File: config.mk
export PLATFORM = sky130hd
export DESIGN_NAME = cache_refill_ctrl
export DESIGN_NICKNAME = d
export VERILOG_FILES = /design/src/rtl/cache_mem_pkg.sv /design/src/rtl/wb_fifo.sv /design/src/rtl/cache_refill_ctrl.sv
export SDC_FILE = /design/constraint.sdc
export NUM_CORES = 1
export LEC_CHECK = 0
export CORE_MARGIN = 5
export CORE_UTILIZATION = 30
export DETAILED_ROUTE_END_ITERATION = 7
export PLACE_DENSITY = 0.61
export REMOVE_ABC_BUFFERS = 1
export SLEW_MARGIN = 20
export SYNTH_ARGS = -nofsm -noshare
export SYNTH_HDL_FRONTEND = slang
export SYNTH_HIERARCHICAL = 1
export SYNTH_SLANG_ARGS = --single-unit
export TNS_END_PERCENT = 30
File: constraint.sdc
create_clock -name clock -period 4.4 [get_ports clock]
set_clock_uncertainty 0.1 [all_clocks]
set_input_delay 0.66 -clock clock [delete_from_list [all_inputs] [get_ports clock]]
set_output_delay 0.66 -clock clock [all_outputs]
set_load 0.02 [all_outputs]
File: src/rtl/cache_mem_pkg.sv
// Shared definitions for the cache miss path: default widths, refill FSM
// encoding and the write-back buffer entry record.
package cache_mem_pkg;

    localparam int DEF_ADDR_W = 4;
    localparam int DEF_DATA_W = 3;

    typedef enum logic [2:0] {
        IDLE     = 3'd0,
        DRAIN    = 3'd1,
        RD_ISSUE = 3'd2,
        RD_WAIT  = 3'd3,
        RESP     = 3'd4
    } state_t;

    typedef struct packed {
        logic                  valid;
        logic [DEF_ADDR_W-1:0] addr;
        logic [DEF_DATA_W-1:0] data;
    } wb_entry_t;

endpackage

File: src/rtl/wb_fifo.sv
// Write-back victim buffer: circular FIFO with coalescing push, head pop and
// a parallel address lookup returning the youngest matching data.
module wb_fifo
    import cache_mem_pkg::*;
#(
    parameter int ADDR_W   = DEF_ADDR_W,
    parameter int DATA_W   = DEF_DATA_W,
    parameter int WB_DEPTH = 2
) (
    input  logic                         clock,
    input  logic                         reset,
    input  logic                         push,
    input  logic [ADDR_W-1:0]            push_addr,
    input  logic [DATA_W-1:0]            push_data,
    input  logic                         pop,
    output logic [ADDR_W-1:0]            head_addr,
    output logic [DATA_W-1:0]            head_data,
    output logic [$clog2(WB_DEPTH+1)-1:0] count,
    input  logic [ADDR_W-1:0]            lk_addr,
    output logic                         lk_hit,
    output logic [DATA_W-1:0]            lk_data
);

    localparam int PTR_W = (WB_DEPTH > 1) ? $clog2(WB_DEPTH) : 1;
    localparam int CNT_W = $clog2(WB_DEPTH+1);

    logic [WB_DEPTH-1:0] valid;
    logic [ADDR_W-1:0]   addr_mem [WB_DEPTH];
    logic [DATA_W-1:0]   data_mem [WB_DEPTH];
    logic [PTR_W-1:0]    head, tail;
    logic [CNT_W-1:0]    cnt, cnt_nx;
    logic                co_hit;
    logic [PTR_W-1:0]    co_idx;
    logic                push_new, pop_ok;

    function automatic logic [PTR_W-1:0] ptr_inc(input logic [PTR_W-1:0] p);
        return (p == PTR_W'(WB_DEPTH-1)) ? '0 : p + 1'b1;
    endfunction

    always_comb begin
        co_hit = 1'b0;
        co_idx = '0;
        for (int unsigned i = 0; i < WB_DEPTH; i++) begin
            if (valid[PTR_W'(i)] && addr_mem[PTR_W'(i)] == push_addr) begin
                co_hit = 1'b1;
                co_idx = PTR_W'(i);
            end
        end
    end

    // Walk oldest to youngest so the last match wins; a victim pushed this
    // cycle is younger than anything already stored.
    always_comb begin
        lk_hit  = 1'b0;
        lk_data = '0;
        for (int unsigned k = 0; k < WB_DEPTH; k++) begin
            if (valid[PTR_W'((head + k) % WB_DEPTH)] &&
                addr_mem[PTR_W'((head + k) % WB_DEPTH)] == lk_addr) begin
                lk_hit  = 1'b1;
                lk_data = data_mem[PTR_W'((head + k) % WB_DEPTH)];
            end
        end
        if (push && push_addr == lk_addr) begin
            lk_hit  = 1'b1;
            lk_data = push_data;
        end
    end

    assign push_new  = push && !co_hit && (cnt < CNT_W'(WB_DEPTH));
    assign pop_ok    = pop && (cnt != '0);
    assign head_addr = addr_mem[head];
    assign head_data = data_mem[head];
    assign count     = cnt;

    always_comb begin
        cnt_nx = cnt;
        if (push_new) cnt_nx = cnt_nx + 1'b1;
        if (pop_ok)   cnt_nx = cnt_nx - 1'b1;
    end

    always_ff @(posedge clock or posedge reset) begin
        if (reset) begin
            valid <= '0;
            head  <= '0;
            tail  <= '0;
            cnt   <= '0;
            for (int unsigned i = 0; i < WB_DEPTH; i++) begin
                addr_mem[i] <= '0;
                data_mem[i] <= '0;
            end
        end else begin
            if (pop_ok) begin
                valid[head] <= 1'b0;
                head        <= ptr_inc(head);
            end
            if (push && co_hit) begin
                data_mem[co_idx] <= push_data;
            end else if (push_new) begin
                valid[tail]    <= 1'b1;
                addr_mem[tail] <= push_addr;
                data_mem[tail] <= push_data;
                tail           <= ptr_inc(tail);
            end
            cnt <= cnt_nx;
        end
    end

endmodule

File: src/rtl/cache_refill_ctrl.sv
// Miss-side refill controller: accepts one miss at a time, parks dirty victims
// in the write-back buffer, forwards from it or reads main memory.
module cache_refill_ctrl
    import cache_mem_pkg::*;
#(
    parameter int ADDR_W   = DEF_ADDR_W,
    parameter int DATA_W   = DEF_DATA_W,
    parameter int WB_DEPTH = 2,
    parameter int RAM_LAT  = 1
) (
    input  logic                          clock,
    input  logic                          reset,
    input  logic                          req_valid,
    output logic                          req_ready,
    input  logic [ADDR_W-1:0]             req_addr,
    input  logic                          req_wb,
    input  logic [ADDR_W-1:0]             req_wb_addr,
    input  logic [DATA_W-1:0]             req_wb_data,
    output logic                          resp_valid,
    output logic [DATA_W-1:0]             resp_data,
    output logic [ADDR_W-1:0]             mem_addr,
    output logic [DATA_W-1:0]             mem_wdata,
    output logic                          mem_wren,
    input  logic [DATA_W-1:0]             mem_q,
    output logic [$clog2(WB_DEPTH+1)-1:0] wb_count,
    output logic                          busy
);

    localparam int CNT_W = $clog2(WB_DEPTH+1);
    localparam int LAT_W = (RAM_LAT > 1) ? $clog2(RAM_LAT) : 1;

    state_t            state, state_nx;
    logic [ADDR_W-1:0] addr_q;
    logic [DATA_W-1:0] resp_q;
    logic [LAT_W-1:0]  lat_cnt;
    logic              lat_last;
    logic              accept;
    logic [ADDR_W-1:0] head_addr;
    logic [DATA_W-1:0] head_data;
    logic              lk_hit;
    logic [DATA_W-1:0] lk_data;

    wb_fifo #(
        .ADDR_W   (ADDR_W),
        .DATA_W   (DATA_W),
        .WB_DEPTH (WB_DEPTH)
    ) u_wb (
        .clock     (clock),
        .reset     (reset),
        .push      (accept && req_wb),
        .push_addr (req_wb_addr),
        .push_data (req_wb_data),
        .pop       (state == DRAIN),
        .head_addr (head_addr),
        .head_data (head_data),
        .count     (wb_count),
        .lk_addr   (req_addr),
        .lk_hit    (lk_hit),
        .lk_data   (lk_data)
    );

    assign req_ready = (state == IDLE) && (wb_count < CNT_W'(WB_DEPTH));
    assign accept    = req_valid && req_ready;
    assign lat_last  = (lat_cnt == LAT_W'(RAM_LAT-1));

    always_comb begin
        state_nx = state;
        case (state)
            IDLE: begin
                if (accept)               state_nx = lk_hit ? RESP : RD_ISSUE;
                else if (wb_count != '0)  state_nx = DRAIN;
            end
            DRAIN:    state_nx = IDLE;
            RD_ISSUE: state_nx = RD_WAIT;
            RD_WAIT:  if (lat_last) state_nx = RESP;
            RESP:     state_nx = IDLE;
            default:  state_nx = IDLE;
        endcase
    end

    always_comb begin
        mem_wren  = 1'b0;
        mem_addr  = '0;
        mem_wdata = '0;
        case (state)
            DRAIN: begin
                mem_wren  = 1'b1;
                mem_addr  = head_addr;
                mem_wdata = head_data;
            end
            RD_ISSUE, RD_WAIT: mem_addr = addr_q;
            default: ;
        endcase
    end

    assign resp_valid = (state == RESP);
    assign resp_data  = resp_q;
    assign busy       = (state != IDLE) || (wb_count != '0);

    always_ff @(posedge clock or posedge reset) begin
        if (reset) begin
            state   <= IDLE;
            addr_q  <= '0;
            resp_q  <= '0;
            lat_cnt <= '0;
        end else begin
            state <= state_nx;
            if (accept) addr_q <= req_addr;
            if (accept && lk_hit) resp_q <= lk_data;
            if (state == RD_ISSUE) begin
                lat_cnt <= '0;
            end else if (state == RD_WAIT) begin
                lat_cnt <= lat_cnt + 1'b1;
                if (lat_last) resp_q <= mem_q;
            end
        end
    end

    always_ff @(posedge clock) begin
        if (!reset && accept && req_wb)
            assert (req_wb_addr != req_addr)
            else $error("cache_refill_ctrl: victim address equals refill address");
    end

endmodule

==> impl.org, run 1 <==
** Run status
- Status :: completed

** Worst setup path
- Element type at the critical path start :: flip-flop
- The critical path is of the reg -> out type.
- Worst Path Arrival :: between 2 and 2.5 ns
- For the worst setup path, the data required time is between 3 and 4 ns.
- STA classifies the critical path endpoint as an output pin.
- Slack of the worst reg-to-reg path :: ~1.5 ns
- Along the worst path, the maximum fanout reaches 20.

** CTS
- In this run, CTS created clock tree buffers numbering 5.
- TritonCTS built the clock tree.
- In this run the clock root is driven by a sky130_fd_sc_hd__clkbuf_8.
- Counting along the longest clock path gives a buffer depth of 2.
- # resized after CTS :: 0
- After clock tree synthesis, the clock-pin slew on the worst setup and hold paths is roughly 0.060 ns.
- For the worst-skew pair, the clock arrives at the later sink with an insertion delay of roughly 0.28 ns.
- After clock tree synthesis, the setup repair step added 0 buffers.
- H-tree levels :: 2
- CTS saw 31 sinks.
- # hold bufs at CTS :: 0

** Logic synthesis
- Yosys mapped a number of flops with a built-in enable equal to 0.
- Portion of synthesized cell area occupied by the leading cell type :: approximately 38%
- Gate Count Post-Synth :: 206
- Counting distinct cell types in the post-synthesis netlist gives between 50 and 60.
- Fraction of synthesis flops using an asynchronous set or reset pin :: between 90% and 100%
- Sorting the synthesized cells by area gives the leading types as sky130_fd_sc_hd__dfrtp_1, sky130_fd_sc_hd__mux2_2, sky130_fd_sc_hd__xor2_1.
- Number of warnings issued by yosys :: 6
- Among all flip-flop cells after synthesis, the most frequent one is sky130_fd_sc_hd__dfrtp_1.
- Dividing the synthesized area by the synthesized cell count gives between 10 and 15 µm².
- After synthesis, flip-flops and latches occupy between 30 and 40% of the total area.
- Mapped cell area :: between 0.002 and 0.0025 mm²
- The biggest area contributor in the post-synthesis netlist is sky130_fd_sc_hd__dfrtp_1.
- Post-synthesis sequential element count :: 31

** GRT
- First-pass GRT wire length :: 8.34 mm
- The number of global-route vias before repair is ~1600.
- Entering global routing, the biggest net connects 21 pins.
- Global routing consumed, over all layers together, between 10% and 20% of the routing resources.
- Initial antenna violation count :: 0
- Grt ovf :: 0

** STA
- Final min period :: around 3.1 ns
- Adding up every negative setup slack in the final design gives 0 ns.
- Max-slew violation count :: 0
- The worst pin sits at a relative slew slack of between 40% and 50%.
- Based on the critical path, the design can be clocked at up to around 320 MHz.
- Setup violations remaining at the end of the flow were counted as 0.
- Worst-Margin Slew :: approximately 0.79 ns
- The number of failing hold endpoints at the final stage is 0.
- After layout, the worst path uses 70.6% of the clock period.
- Setup repair after global routing missed its margin :: no

** Routing
- Number of design-rule violations left by the first detailed-router iteration :: a little over 60
- Total wirelength of the detailed-routed design :: 4.96 mm
- Number of detailed-routing iterations run before antenna repair :: 4
- The detailed router placed between 1500 and 2000 vias in this run.
- Avg Vias per Cell :: 5.03
- Dividing the detail-routed wire length by the instance count gives approximately 16 µm.
- Residual antenna-violating net count after detailed routing :: 0
- DR DRC count :: 0

** Final layout
- Net count of the finished layout :: approximately 260
- Number of filler instances in the final layout :: around 680
- Fin area :: between 0.002 and 0.003 mm²
- Final antenna diode count :: 0
- Area growth, synth to finish :: 22.5%
- The count of cells in the finished layout, fillers not included, comes to approximately 320.
- Cells with a size suffix above 1 make up roughly 13% of the layout.

** Floorplanning
- For this design the top-level I/O count stands at 34.
- Cell Rows :: 30
- Once the floorplan was initialized, standard cells occupied between 30% and 40% of the core.
- Core area :: 0.00676 mm²
- Die Area :: ~0.0087 mm²
- The floorplan step set the die width to 93.0 µm.
- Measured along the y axis, the die boundary spans around 93 µm.

** Pwr
- Worst IR drop on VDD :: 0.000177 V
- Summed over all cells, the static leakage comes to roughly 1.1 nW.
- Power spread over the standard cell area amounts to 667 mW/mm².

** Placement
- Area of placed instances :: 0.00246 mm²
- Port-buffer cells :: 33
- Estimated wirelength of the detail-placed design :: 3.81 mm
- The congestion estimate from routability-driven global placement came to 0.845.
- The number of placed instances, taps included, is ~310.

** Min path
- Type of the worst min-delay path :: reg -> reg

** Job
- Across the run, the number of max-cap violations was 0.
-- kinds of logic after synthesis --
kind of cell / Yosys count / share of synthesized area (%)
AO/OA/AOI/OAI: 44 / 15.9
XOR/XNOR: 19 / 8.05
adder cells (fa/ha/maj): 1 / 0.605
buffers and inverters: 20 / 4.42
flip-flops: 31 / 37.5
multiplexers: 30 / 16.6
AND/OR/NAND/NOR: 61 / 17.0
-- final timing paths --
| path | start | cells after the start | end |
|---|---|---|---|
| hold reg to reg | addr_q[2] | 1 | addr_q[2] |
| hold / removal | addr_q[2] | 1 | addr_q[2] |
| setup / recovery | u_wb/head | 4 | mem_addr[0] |
| max in group asynchronous | reset | 2 | u_wb/count[1] |
| min in group asynchronous | reset | 2 | resp_data[0] |
| setup reg to reg | state[1] | 10 | resp_data[2] |
-- through the flow --
stage / setup WS, ns / total power [W] / hold WS, ns / utilization [%]
finish: 1.30 / 0.00169 / 0.420 / 37.5
global placement: 1.42 / 0.00148 / 0.398 / 36.4
global route: 1.18 / 0.00182 / 0.432 / 37.5
CTS: 1.29 / 0.00171 / 0.422 / 37.5
floorplan: 1.91 / 0.00117 / 0.380 / -
detailed placement: 1.33 / 0.00149 / 0.407 / 36.4
-- power breakdown --
group / internal [W] / total, W / switching (W)
combinational: 0.000451 / 0.000888 / 0.000437
sequential: 0.000417 / 0.000593 / 0.000176
clock: 0.000105 / 0.000208 / 0.000103
total: 0.000974 / 0.00169 / 0.000716
-- state kept, by name (all words and copies together), names as in the netlist --
register       count
addr_q             4
u_wb/valid         2
u_wb/data_mem      6
u_wb/head          1
lat_cnt            1
resp_data          3
u_wb/tail          1
u_wb/count         2
u_wb/addr_mem      8
state              3
-- area by class of cell --
| type | count | area (µm²) | share of cell area [%] |
|---|---|---|---|
| clock buffer | 6 | 72.6 | 2.86 |
| inverter | 13 | 53.8 | 2.12 |
| multi-input combinational | 155 | 1200 | 47.4 |
| sequential | 31 | 776 | 30.6 |
| tap | 80 | 100 | 3.95 |
| timing repair buffer | 33 | 330 | 13.0 |
-- per-layer routing --
layer,up-vias,part of all wire [%],wire [µm],GRT usage [%]
met5,-,0,0,0
met1,759,48,2370,16.1
li1,812,-,-,-
met2,21,47,2340,19.7
met4,0,1.2,58,3.54
met3,6,3.8,190,3.62
-- worst max-delay path: stages (launching register included) --
cell,delay [ns]
sky130_fd_sc_hd__dfrtp_1,0.85
sky130_fd_sc_hd__mux2_2,0.45
sky130_fd_sc_hd__a22oi_1,0.15
sky130_fd_sc_hd__nor2_1,0.06
sky130_fd_sc_hd__clkdlybuf4s50_1,0.55
-- cell usage after synthesis, types with 2 or more instances --
master and instances:
sky130_fd_sc_hd__dfrtp_1 31, sky130_fd_sc_hd__mux2_2 15, sky130_fd_sc_hd__nand2_1 13, sky130_fd_sc_hd__inv_1 12
sky130_fd_sc_hd__o21ai_0 11, sky130_fd_sc_hd__nor2_1 10, sky130_fd_sc_hd__xor2_1 10, sky130_fd_sc_hd__xnor2_1 9
sky130_fd_sc_hd__mux2i_1 8, sky130_fd_sc_hd__and2_1 7, sky130_fd_sc_hd__nand2b_1 7, sky130_fd_sc_hd__a21oi_1 5
sky130_fd_sc_hd__a22oi_1 4, sky130_fd_sc_hd__mux2_4 4, sky130_fd_sc_hd__a31oi_1 3, sky130_fd_sc_hd__a32oi_1 3
sky130_fd_sc_hd__buf_2 3, sky130_fd_sc_hd__mux2_1 3, sky130_fd_sc_hd__nand4_1 3, sky130_fd_sc_hd__nor2b_1 3
sky130_fd_sc_hd__nor3_1 3, sky130_fd_sc_hd__o211ai_1 3, sky130_fd_sc_hd__o31ai_1 3, sky130_fd_sc_hd__clkbuf_1 2
sky130_fd_sc_hd__o2111ai_1 2, sky130_fd_sc_hd__o22ai_1 2, sky130_fd_sc_hd__or2b_1 2, sky130_fd_sc_hd__or3_1 2
-- layout by cell type (no fill, tap or decap), drive strengths merged, types with 8 or more instances in the layout --
master / count
clkdlybuf4s50: 33
dfrtp: 31
mux2: 22
nand2: 14
inv: 13
o21ai: 11
nor2: 10
xor2: 10
xnor2: 9
mux2i: 8
(Power assumes the default switching activity.)
==> run 2: changes to the inputs <==
Clock period 4.4 ns to 2.9 ns, I/O delays scaled along.
==> impl.org, run 2 (synthesis results as in run 1) <==
** Run status
- The run finished with clean final reports.

** CTS
- The post-CTS setup-driven buffer insertion count was 0 (unchanged).
- The number of sinks driven by the clock tree was 31 (unchanged).
- Source-to-sink clock delay at the later pin of the worst-skew pair :: 0.29 ns (about the same)
- The number of clock buffers inserted by TritonCTS is 5 (unchanged).
- The maximum root-to-sink buffer count came to 2 (unchanged).
- # hold bufs at CTS :: 0 (unchanged)
- The number of cells upsized or downsized after cts was 0 (unchanged).
- The maximum level of the CTS H-tree was 2 (unchanged).
- Clock transition at the register clock pins on the worst setup and hold paths after CTS :: 0.08 ns (+0.02 ns)
- TritonCTS built the clock tree.
- CTS placed an instance of sky130_fd_sc_hd__clkbuf_8 at the clock tree root.

** Final layout
- Highest-count cells in the layout ignoring fill and taps :: sky130_fd_sc_hd__clkdlybuf4s50_1, sky130_fd_sc_hd__dfrtp_1, sky130_fd_sc_hd__mux2_2
- The number of flip-flops under the largest register name was 8 (unchanged).
- The antenna cell count came to 0 (unchanged).
- The largest registers in the layout are u_wb/addr_mem: 8 flops, u_wb/data_mem: 6 flops, addr_q: 4 flops.
- Largest Register :: u_wb/addr_mem
- Net count of the finished layout :: 269 (+4.3%)
- Most common cell after layout, fill and taps aside :: sky130_fd_sc_hd__clkdlybuf4s50_1
- The area growth from synthesis to layout is 28.9%.
- Number of filler instances in the final layout :: 677 (-0.88%)
- Fraction of layout instances using a drive strength above 1 :: 19.1% (+5.7 points)

** Pwr
- The largest voltage drop on the vdd net was 0.000232 V (+31%).
- Part of the total power dissipated in combinational logic :: 52.7% (about the same)
- Switching Share :: 40.6% (-1.7 points)
- Leakage Power :: 1.14 nW (+7.5%)
- Flop pwr share :: 31.1% (-4.0 points)
- Pwr per Cell Area :: 1030 mW/mm² (+55%)
- The cell-internal power is 0.00164 W (+68%).
- The share of total power in the clock network is 16.3% (+4.0 points).
- Net Sw Power :: 0.00112 W (+57%)

** Routing
- Number of detailed-routing iterations run before antenna repair :: 4 (unchanged)
- DR DRC count :: 0 (unchanged)
- The final routed wirelength across all metal layers came to 5.08 mm (+2.5%).
- The count of routing violations after the opening detailed-route iteration is 118 (+93%).
- The wire length per cell after detailed routing is 15.4 µm (-1.5%).
- Detailed-route via count :: 1664 (+4.1%)
- The antenna violation net count after detailed routing is 0 (unchanged).
- The via density per instance is 5.03 (about the same).

** STA
- Final min period :: 2.74 ns
- In the finished design, the share of the clock period the worst path needs comes to between 90% and 100%.
- Count of endpoints failing hold in the final timing report :: 0 (unchanged)
- Based on the critical path, the design can be clocked at up to about 370 MHz.
- The total setup violations reported at the end of the flow came to 0 (unchanged).
- Max-slew violation count :: 0 (unchanged)
- The setup TNS came to 0 ns (unchanged).
- Setup repair after global routing missed its margin :: no
- The headroom to the max-slew limit came to 47.1% (-0.47 points).
- Fin worst setup slack :: 0.163 ns (-1.13 ns)
- The transition time at the pin with the least slew margin is 0.793 ns (+0.00623 ns).

** Worst setup path
- The most critical setup path has its startpoint at state[0].
- Critical-path maximum fanout :: 8 (-60%)
- STA classifies the critical path endpoint as an output pin.
- Reg-to-Reg Start :: state[0]
- Element type at the critical path start :: flip-flop
- Worst Path Arrival :: 2.20 ns (-0.14 ns)
- Data required time of the worst path :: 2.37 ns (-1.27 ns)
- The setup path with the least slack is of type reg -> out.

** Floorplanning
- The I/O pin total came to 34 (unchanged).
- The row count is 30 (unchanged).
- The area of the core region is 0.00676 mm² (unchanged).
- The overall die width is 93.0 µm (unchanged).
- Initial Util :: 30.6% (unchanged)
- The vertical die dimension was 93.0 µm (unchanged).
- The overall die area was 0.00865 mm² (unchanged).

** Placement
- Final Wtd Congestion :: 0.813 (-3.8%)
- Estimated wirelength of the detail-placed design :: 3.97 mm (+4.3%)
- Port-buffer cells :: 33 (unchanged)
- The setup slack at placement is 0.139 ns (-1.19 ns).

** GRT
- The number of global-route vias before repair is 1749 (+7.6%).
- Maximum number of pins on one net before global-route repair :: 21 (unchanged)
- First-pass GRT wire length :: 8.72 mm (+4.6%)
- The remaining global-route overflow was 0 (unchanged).
- Initial antenna violation count :: 0 (unchanged)
- Total global routing track utilization :: 12.8% (+0.45 points)

** Job
- Max-cap check violation count :: 0 (unchanged)

** Min path
- The path class of the tightest hold or removal check is in -> async.
run 2: changes by cell type in the layout (fill, tap and decap cells not counted), sizes merged:
cell / before / now
bufinv: 0 / 1
clkinv: 0 / 1
buf: 0 / 11
run 2: power by group through the flow:
stage / clock network (W) / logic, W / registers, W
after global routing: 0.000475 / 0.00161 / 0.000882
after CTS: 0.000458 / 0.00146 / 0.000851
after detailed placement: 0 / 0.00145 / 0.000859
after floorplan: 0 / 0.000914 / 0.000866
after global placement: 0 / 0.00144 / 0.000848
final: 0.000449 / 0.00145 / 0.000857
run 2: final cells by class:
cell class                      count  area, µm²  share of cell area, %
Multi-Input combinational cell    155       1200                   45.2
Tap cell                           80        100                   3.76
Inverter                           13       53.8                   2.02
Sequential cell                    31        777                   29.2
Clock buffer                        6       82.6                   3.10
Timing Repair Buffer               44        413                   15.5
Clock inverter                      2       35.0                   1.31
run 2: path summary, 6_finish.rpt:
check,endpoint,slack (ns),cells past startpoint
min in group clock,addr_q[2],0.42,1
worst min register to register,addr_q[2],0.42,1
max in group asynchronous,u_wb/head,1.64,2
worst max register to register,resp_data[2],0.29,10
worst min-delay path,resp_data[2],0.37,2
worst max-delay path,busy,0.16,4
run 2: worst max-delay path: stages, from the launching register on:
cell                              delay (ns)
sky130_fd_sc_hd__dfrtp_1                0.43
sky130_fd_sc_hd__or4_4                  0.60
sky130_fd_sc_hd__inv_6                  0.11
sky130_fd_sc_hd__or2b_1                 0.23
sky130_fd_sc_hd__clkdlybuf4s50_1        0.54
run 2: per-stage QoR:
step / instance area [µm²] / std cells / hold slack (ns) / power [W] / utilization, %
6_report: 2670 / 331 / 0.371 / 0.00276 / 39.4
5_1_grt: 2670 / 331 / 0.434 / 0.00297 / 39.4
4_1_cts: 2660 / 331 / 0.377 / 0.00277 / 39.4
3_5_place_dp: 2540 / 323 / 0.397 / 0.00231 / 37.6
3_3_place_gp: 2540 / 323 / 0.396 / 0.00229 / 37.6
2_1_floorplan: 2030 / 199 / 0.187 / 0.00178 / -
run 2: metal layers:
metal	wire [µm]	GRT usage, %	share of wire (%)
met1	2410	16.8	47
met2	2430	21.1	48
met3	206	3.46	4.1
met4	40	2.56	0.79
met5	0	0	0
